**src/rtl/keypad_pkg.sv**
```systemverilog
// Shared constants, debounce state type and key-code helper for the 4x4 keypad scanner.
package keypad_pkg;

    localparam int KP_ROWS             = 4;
    localparam int KP_COLS             = 4;
    localparam int KP_KEYS             = KP_ROWS * KP_COLS;
    localparam int DEF_SCAN_DIV        = 50000;
    localparam int DEF_DEBOUNCE_FRAMES = 5;

    typedef enum logic [1:0] {
        ST_IDLE,
        ST_PEND_PRESS,
        ST_HELD,
        ST_PEND_RELEASE
    } deb_state_e;

    // True when exactly one key is set; ghosting and multi-key frames map to no key.
    function automatic logic is_single_key(input logic [KP_KEYS-1:0] v);
        return (v != '0) && ((v & (v - KP_KEYS'(1))) == '0);
    endfunction

endpackage

```
**src/rtl/keypad_debounce.sv**
```systemverilog
// Frame-level debounce: tracks how long a snapshot stays stable and commits it to a one-hot key code.
module keypad_debounce
    import keypad_pkg::*;
#(
    parameter int DEBOUNCE_FRAMES = DEF_DEBOUNCE_FRAMES
) (
    input  logic               clk,
    input  logic               RSTn,
    input  logic               frame_valid,
    input  logic [KP_KEYS-1:0] frame,
    output logic [KP_KEYS-1:0] onehot,
    output logic               key_press
);

    localparam logic [3:0] DEB_MAX = 4'(DEBOUNCE_FRAMES);

    deb_state_e         state_q, state_d;
    logic [KP_KEYS-1:0] prev_q, prev_d;
    logic [KP_KEYS-1:0] committed_q, committed_d;
    logic [KP_KEYS-1:0] onehot_q, onehot_d;
    logic [3:0]         stable_q, stable_d;
    logic               key_press_q, key_press_d;

    logic               commit;
    logic [3:0]         stable_next;
    logic [KP_KEYS-1:0] new_code;

    always_comb begin
        // NOTE: every output of this block gets a default first, so no path can infer a latch.
        state_d     = state_q;
        prev_d      = prev_q;
        committed_d = committed_q;
        onehot_d    = onehot_q;
        stable_d    = stable_q;
        key_press_d = 1'b0;
        commit      = 1'b0;
        new_code    = '0;

        if (frame != prev_q)
            stable_next = 4'd1;
        else if (stable_q >= DEB_MAX)
            stable_next = DEB_MAX;
        else
            stable_next = stable_q + 4'd1;

        if (frame_valid) begin
            prev_d   = frame;
            stable_d = stable_next;

            unique case (state_q)
                ST_IDLE: begin
                    if (frame != '0)
                        state_d = ST_PEND_PRESS;
                end
                ST_PEND_PRESS: begin
                    if (frame == '0)
                        state_d = ST_IDLE;
                    else if (stable_next == DEB_MAX)
                        commit = 1'b1;
                end
                ST_HELD: begin
                    if (frame != committed_q)
                        state_d = ST_PEND_RELEASE;
                end
                ST_PEND_RELEASE: begin
                    if (frame == committed_q)
                        state_d = ST_HELD;
                    else if (stable_next == DEB_MAX)
                        commit = 1'b1;
                end
                default: state_d = ST_IDLE;
            endcase

            if (commit) begin
                committed_d = frame;
                state_d     = (frame != '0) ? ST_HELD : ST_IDLE;
                new_code    = is_single_key(frame) ? frame : '0;
                onehot_d    = new_code;
                key_press_d = (new_code != '0) && (new_code != onehot_q);
            end
        end
    end

    // NOTE: state registers use non-blocking assignments so all flops update from the same pre-edge values.
    always_ff @(posedge clk or negedge RSTn) begin
        if (!RSTn) begin
            state_q     <= ST_IDLE;
            prev_q      <= '0;
            committed_q <= '0;
            onehot_q    <= '0;
            stable_q    <= '0;
            key_press_q <= 1'b0;
        end else begin
            state_q     <= state_d;
            prev_q      <= prev_d;
            committed_q <= committed_d;
            onehot_q    <= onehot_d;
            stable_q    <= stable_d;
            key_press_q <= key_press_d;
        end
    end

    assign onehot    = onehot_q;
    assign key_press = key_press_q;

endmodule

```
**src/rtl/keypad_scan.sv**
```systemverilog
// 4x4 matrix keypad scanner: synchronizes column returns, walks the rows and assembles
// one 16-bit snapshot per frame for the debounce stage.
module keypad_scan
    import keypad_pkg::*;
#(
    parameter int SCAN_DIV        = DEF_SCAN_DIV,
    parameter int DEBOUNCE_FRAMES = DEF_DEBOUNCE_FRAMES
) (
    input  logic               clk,
    input  logic               RSTn,
    input  logic [KP_COLS-1:0] col_n,
    output logic [KP_ROWS-1:0] row_n,
    output logic [KP_KEYS-1:0] onehot,
    output logic               key_press
);

    localparam int               DIV_W    = $clog2(SCAN_DIV);
    localparam logic [DIV_W-1:0] DIV_LAST = DIV_W'(SCAN_DIV - 1);

    logic [KP_COLS-1:0] sync1_q, sync1_d;
    logic [KP_COLS-1:0] sync2_q, sync2_d;
    logic [DIV_W-1:0]   div_q, div_d;
    logic [1:0]         row_q, row_d;
    logic [KP_ROWS-1:0] row_n_q, row_n_d;
    logic [KP_KEYS-1:0] acc_q, acc_d;

    logic               frame_valid;
    logic [KP_KEYS-1:0] snapshot;

    always_comb begin
        sync1_d     = col_n;
        sync2_d     = sync1_q;
        div_d       = div_q + DIV_W'(1);
        row_d       = row_q;
        acc_d       = acc_q;
        frame_valid = 1'b0;

        // Sampling in the last cycle of a row leaves the synchronizer time to settle after the row switch.
        if (div_q == DIV_LAST) begin
            div_d = '0;
            row_d = row_q + 2'd1;
            acc_d[int'(row_q) * KP_COLS +: KP_COLS] = ~sync2_q;
            if (row_q == 2'(KP_ROWS - 1))
                frame_valid = 1'b1;
        end
        snapshot = acc_d;

        row_n_d        = '1;
        row_n_d[row_d] = 1'b0;
    end

    // NOTE: the synchronizer resets to all-ones (no key) so reset release never shows a phantom press.
    always_ff @(posedge clk or negedge RSTn) begin
        if (!RSTn) begin
            sync1_q <= '1;
            sync2_q <= '1;
            div_q   <= '0;
            row_q   <= '0;
            row_n_q <= 4'b1110;
            acc_q   <= '0;
        end else begin
            sync1_q <= sync1_d;
            sync2_q <= sync2_d;
            div_q   <= div_d;
            row_q   <= row_d;
            row_n_q <= row_n_d;
            acc_q   <= acc_d;
        end
    end

    assign row_n = row_n_q;

    keypad_debounce #(
        .DEBOUNCE_FRAMES(DEBOUNCE_FRAMES)
    ) u_debounce (
        .clk        (clk),
        .RSTn       (RSTn),
        .frame_valid(frame_valid),
        .frame      (snapshot),
        .onehot     (onehot),
        .key_press  (key_press)
    );

endmodule

```
**config.mk**
```make
export PLATFORM = sky130hd
export DESIGN_NAME = keypad_scan
export DESIGN_NICKNAME = d
export VERILOG_FILES = /design/src/rtl/keypad_pkg.sv /design/src/rtl/keypad_debounce.sv /design/src/rtl/keypad_scan.sv
export SDC_FILE = /design/constraint.sdc
export NUM_CORES = 1
export LEC_CHECK = 0
export ABC_AREA = 1
export BUFFER_PORTS_ARGS = -buffer_cell sky130_fd_sc_hd__buf_2
export CAP_MARGIN = 20
export CORE_UTILIZATION = 35
export CTS_CLUSTER_SIZE = 8
export DETAILED_ROUTE_END_ITERATION = 7
export GPL_TIMING_DRIVEN = 1
export HOLD_SLACK_MARGIN = 0.02
export PLACE_DENSITY = 0.62
export SLEW_MARGIN = 10
export SYNTH_ARGS = -nofsm -noshare
export SYNTH_HDL_FRONTEND = slang
export SYNTH_SLANG_ARGS = --single-unit
```
**constraint.sdc**
```tcl
create_clock -name clk -period 4.8 [get_ports clk]
set_input_delay 0.96 -clock clk [delete_from_list [all_inputs] [get_ports clk]]
set_output_delay 0.96 -clock clk [all_outputs]
set_load 0.01 [all_outputs]
```
== Word-level counts from Yosys, hierarchy flattened ==
Cells that the tools add are included.

* Bits in registers: 101
* Latch bits: 0
* Bits in writable memories: 0
* ROM bits: 0
* Word-level logic and storage cells: 74
* Memories kept: 0

* $add $sub $neg: 5
* $mul: 0
* Div/mod/pow operators: 0
* $lt $le $gt $ge: 3
* Equality and inequality tests: 14
* Shift operators: 2
* Mux-type cells: 25
* Bitwise operators: 3
* Reductions and logical operators: 10

{| class="wikitable"
|+ Operators by type and width
! cell !! count
|-
| $mux W16 || 3
|-
| $ne A16 B16 Y1 || 3
|-
| $neg A4 Y33 || 1
|-
| $shift A4 B33 Y16 const A || 1
|-
| $shiftx A4 B33 Y16 || 1
|-
| $logic_not A16 Y1 || 2
|-
| $reduce_bool A16 Y1 || 2
|-
| $add A16 B1 Y16 const B || 1
|-
| $and A16 B16 Y16 || 1
|-
| $bwmux W16 || 1
|-
| $eq A16 B16 Y1 || 1
|-
| $eq A16 B16 Y1 const B || 1
|-
| $sub A16 B1 Y16 const B || 1
|-
| $mux W2 || 7
|-
| $ne A3 B1 Y1 const B || 4
|-
| $mux W1 || 9
|-
| $mux W4 || 2
|-
| $not A4 Y4 || 2
|-
| $pmux W2 S4 || 1
|-
| $eq A2 B2 Y1 const B || 3
|-
| $reduce_and A5 Y1 || 1
|-
| $add A4 B1 Y4 const B || 1
|-
| $eq A4 B3 Y1 const B || 1
|-
| $ge A4 B3 Y1 const B || 1
|-
| other kinds (9) || 11
|}

== Longest topological paths before layout ==
* Word-level depth: 13
* Mapped depth: 28
* Mapped depth without buffers: 26

== Hierarchy ==
Synthesis repeated with hierarchy kept, for this count alone.

* Cell total of the unflattened synthesis: 797
* Area total of the unflattened synthesis: 5814.3 um^2

{| class="wikitable"
|+ Modules (own cells, without submodules)
! module !! times used !! cells an instance !! area an instance (um^2)
|-
| keypad_debounce || 1 || 517 || 3534.6
|-
| keypad_scan || 1 || 280 || 2279.7
|}

== Worst setup path after synthesis ==
Ideal clock, no wire load.

* Path type: reg-to-reg
* Start point: register row_q[0]
* End point: register u_debounce.committed_q[0]
* Library setup time: 0.120 ns
* Data arrival time: 2.832 ns
* Setup slack: 1.848 ns
* Stages on the path, launching flop included: 21
* Buffers on the path: 2
* Clock period less this slack: 2.952 ns
* Path through: dfrtp_1 -> inv_1 -> ha_1 -> inv_1 -> nor2_1 -> nand4_1 -> nand2_1 -> nand2_1 -> nand2_1 -> buf_6 -> xnor2_1 -> nand4_1 -> nor4_1 -> nand2_1 -> a21oi_1 -> nand2_1 -> nor2_1 -> nand2_2 -> buf_2 -> o21ai_0 -> inv_1

* Word-level cells in the longest chain between the ends: 12
* Elaborated cells on any way between the ends: 19
* Classes of those cells: add/sub (1); eq/ne (4); shift (2); mux (10); reduce/logical (2)

{| class="wikitable"
|+ RTL lines
! element !! RTL line !! RTL
|-
| start: declaration || keypad_scan.sv:23 || <nowiki>logic [1:0] row_q, row_d;</nowiki>
|-
| start signal: assignment || keypad_scan.sv:65 || <nowiki>row_q <= row_d;</nowiki>
|-
| $neg A4 Y33 (*) || keypad_scan.sv:42 || <nowiki>acc_d[int'(row_q) * KP_COLS +: KP_COLS] = ~sync2_q;</nowiki>
|-
| $shiftx A4 B33 Y16 or $shift A4 B33 Y16 (tied branches) || keypad_scan.sv:42 ||
|-
| $bwmux W16 (*) || keypad_scan.sv:42 ||
|-
| $mux W16 (*) || keypad_scan.sv:39 || <nowiki>if (div_q == DIV_LAST) begin</nowiki>
|-
| via acc_d[8] || keypad_scan.sv:25 || <nowiki>logic [KP_KEYS-1:0] acc_q, acc_d;</nowiki>
|-
| $ne A16 B16 Y1 || keypad_debounce.sv:39 || <nowiki>if (frame != prev_q)</nowiki>
|-
| $mux W4 || keypad_debounce.sv:39 ||
|-
| $eq A4 B3 Y1 || keypad_debounce.sv:58, keypad_debounce.sv:68 ||
|-
| $mux W1 || keypad_debounce.sv:58, keypad_debounce.sv:68 ||
|-
| $mux W1, on equally long branches || keypad_debounce.sv:66, keypad_debounce.sv:56 ||
|-
| $pmux W1 S2 (*) || keypad_debounce.sv:50 || <nowiki>unique case (state_q)</nowiki>
|-
| $mux W1 (*) || keypad_debounce.sv:46 || <nowiki>if (frame_valid) begin</nowiki>
|-
| $reduce_and A2 Y1 (no line) (*) || n/a ||
|-
| end signal: assignment || keypad_debounce.sv:96 || <nowiki>committed_q <= committed_d;</nowiki>
|-
| end: declaration || keypad_debounce.sv:19 || <nowiki>logic [KP_KEYS-1:0] committed_q, committed_d;</nowiki>
|}

Mark *: on every way through the listed nets, which the timed path passes. The rest lies on a longest branch. The select of a mux whose other input is x is not followed.
A chain may end at the register's enable or synchronous reset.

== Worst setup path in the final report ==
* Start point: register row_q[0]
* End point: register u_debounce.committed_q[7]

The elaborated chain is that of the path after synthesis.

==> summary.txt <==
Outcome
  • Outcome: finished, final reports clean

Timing
  • Period utilization: 83.1%
  • Max Transition Viols Final: 0
  • Fmax: 251 MHz
  • Hold Violations, Final: 0
  • RSZ-0062 raised after global routing: false
  • Tmin final: 3990 ps
  • Final setup viols: 0
  • Total negative setup slack: 0 ps
  • Measured slew at the worst slew-check pin: 730 ps
  • Slew HR: 51.0%
  • Clock Skews: 10.9 ps

Critical path
  • CP Max Fanout: 27
  • Worst Path Required: 5050 ps
  • WS Path Type: reg2reg
  • CP bufs+invs: 5
  • Setup crit end kind: register
  • Slowest stage delay, CP: 460 ps
  • Slowest CP cell: nor4_1
  • Arrival time worst endpoint: 4240 ps
  • Crit path cell chain: inv_1 > ha_1 > inv_1 > nor2_1 > nand4_1 > nand2_1 > nand2_1 > nand2_2 > inv_2 > nor2_1 > o21ai_0 > nor4_1 > nand2_1 > a21oi_1 > nand2_1 > nor2_1 > nand2_2 > buf_4 > o21ai_0 > inv_1
  • Most used cell along the critical path: nand2_1
  • Critical path's top delay family: simple AND/OR/NAND/NOR gates
  • Startpoint types: register

Clocking
  • Worst skew pair latency: 370 ps
  • Hold_buf cts: 0
  • CTS tree: yes
  • CTS root buffer: clkbuf_16
  • Clock slew at the register clock pins of the worst setup and hold paths: 70 ps
  • Sink Count: 101
  • Max Root-Sink Buffers: 2
  • # resized after CTS: 0
  • CTS Buf Count: 9
  • Post-CTS Setup Bufs: 0
  • H-tree levels: 3

Route
  • Wire length per cell: 12.7 µm
  • Drt pass-1 iters: 5
  • Vias/cell: 4.62
  • Vias: 4873
  • DRT iter0 DRCs: 361
  • Drt drc: 0
  • Final ANT Viol Nets: 0
  • Final wirelength: 13.4 mm

Floorplan
  • IO Count: 27
  • Initial Utilization: 36.3%
  • Core Box Area: 0.0161 mm²
  • Die height: 131 µm
  • # rows: 46
  • Die area: 0.0172 mm²
  • Die X: 131 µm

Place
  • GPL Wtd Cong: 0.842
  • DP HPWL: 9.58 mm
  • Dpl cell area: 0.00621 mm²
  • PortBufs: 26

Synthesis
  • Number of library cell types mapped by synthesis: 36
  • Sequential area share after synthesis: 43.4%
  • Syn Area/Cell: 7.29 µm²
  • Syn_nets: 818
  • Synth warn: 0
  • Mapped cell area: 0.00585 mm²
  • Post-Synthesis Cells: 803
  • Synth Register Bits: 101

Power and ir drop
  • Pwr dens: 249 mW/mm²
  • Peak supply drop: 0.166 mV
  • LEAKAGE: 3.49 nW
  • PnR Total Power: 1.63 mW

Worst hold path
  • Min-Delay Path Class: reg2reg

Global route
  • Met2 Resource Use GR: 25.5%
  • Vias in the first global route: 4440
  • Largest net degree at the start of global routing: 80
  • Initial antenna violation count: 0
  • Total gr overflow: 0
  • Met1 Track Usage GR: 23.3%
  • First-pass GRT wire length: 22.7 mm
  • GRT Util Overall: 16.5%
  • GR peak layer: met2
  • Grt met3 use: 2.20%

Finish
  • Antenna cells: 0
  • Design area: 0.00653 mm²
  • Share of post-route cells with drive strength above 1: 12.8%
  • Post-layout nets: 848
  • Synth-to-Final Area Change: 11.6%

Run
  • Max_cap viols: 0
[synthesized netlist by cell type]
library cell / n / area [µm²]
dfrtp_1: 90 / 2250
nor4_1: 4 / 25.0
dfstp_2: 11 / 289
clkinv_1: 1 / 3.75
nor3_1: 10 / 50.1
o211ai_1: 1 / 7.51
or2_2: 1 / 6.26
buf_2: 10 / 50.1
o21a_1: 1 / 7.51
ha_1: 9 / 113
a31oi_1: 1 / 6.26
nand2_4: 2 / 22.5
inv_2: 5 / 18.8
nor2_1: 80 / 300
nand4_1: 33 / 206
o22ai_1: 1 / 6.26
inv_1: 111 / 417
xor2_1: 14 / 123
buf_4: 3 / 22.5
xnor2_1: 10 / 87.6
nor2_2: 3 / 18.8
buf_6: 5 / 56.3
nor2_4: 6 / 67.6
a21oi_1: 15 / 75.1
nand2_2: 20 / 125
nand3_1: 31 / 155
or2_1: 1 / 6.26
o221ai_1: 1 / 8.76
nand2_1: 257 / 965
o21ai_1: 19 / 95.1
o21ai_0: 35 / 175
and3_1: 2 / 12.5
nand3_2: 4 / 40.0
o21bai_1: 3 / 22.5
clkbuf_1: 2 / 7.51
a221oi_1: 1 / 8.76
[area by class of cell]
type	instances	area [µm²]
fillers	1652	9580
multi-input cells	565	2740
flip-flops and latches	101	2540
inverters	117	439
well taps	216	270
clock buffers	10	250
repair buffers	39	243
clock inverters	6	53.8
[cell families (layout without fill, tap and decap cells)]
group           after synthesis  in the layout  share of synthesized area [%]
compound gates               78             78                           7.05
xor+xnor                     24             24                           3.59
fa+ha+maj                     9              9                           1.92
buf+inv                     137            172                           9.83
flops                       101            101                           43.4
simple gates                454            454                           34.2
[worst register-to-register path: cells and delay by family, from the launching register on]
family	cells	cell delay, ps
buffers and inverters	5	740
AOI/OAI and AO/OA	3	440
adders and majority gates	1	370
DFF	1	340
and+or+nand+nor	11	1970
[placed cells by master, fill, tap and decap left out, types with 15 or more instances in the layout]
master   instances
nand4_1         33
nor2_1          80
buf_2           25
nand2_1        257
inv_1          111
a21oi_1         15
nand3_1         31
o21ai_0         35
nand2_2         20
dfrtp_1         90
o21ai_1         19
[metrics by stage]
stage          instances  worst slack [ps]  util [%]  hold WS [ps]
2_1_floorplan        803              1850         -           345
3_3_place_gp        1037              1000      38.5           347
5_1_grt             1054               329      40.5           366
4_1_cts             1053               893      40.4           357
3_5_place_dp        1037               915      38.5           347
6_report            1054               809      40.5           357
[per-layer routing]
metal  share of wire (%)  routed length (µm)
met1                  51                6840
met5                   0                   0
met3                 2.7                 363
met2                  44                5910
met4                 1.9                 248
[worst paths after layout]
path                                  from                        end  slack [ps]  depth (start not counted)
worst max register to register    row_q[0]  u_debounce.committed_q[7]         810                         20
max in group asynchronous             RSTn       u_debounce.onehot[2]        3270                          3
min in group asynchronous             RSTn                  acc_q[13]         550                          1
worst min-delay path            sync1_q[2]                 sync2_q[2]         360                          0
worst min register to register  sync1_q[2]                 sync2_q[2]         360                          0
worst max-delay path              row_q[0]  u_debounce.committed_q[7]         810                         20
[power by group]
group | switching [mW] | internal (mW)
clock network | 0.354 | 0.392
registers | 0.00169 | 0.857
logic | 0.0183 | 0.00508
[flip-flops by register name, indices dropped and copies added (netlist names)]
register	count
row_n	4
u_debounce.committed_q	16
u_debounce.key_press	1
row_q	2
acc_q	16
u_debounce.stable_q	4
u_debounce.state_q	2
sync2_q	4
u_debounce.prev_q	16
div_q	16
u_debounce.onehot	16
sync1_q	4
(Power assumes the default switching activity.)
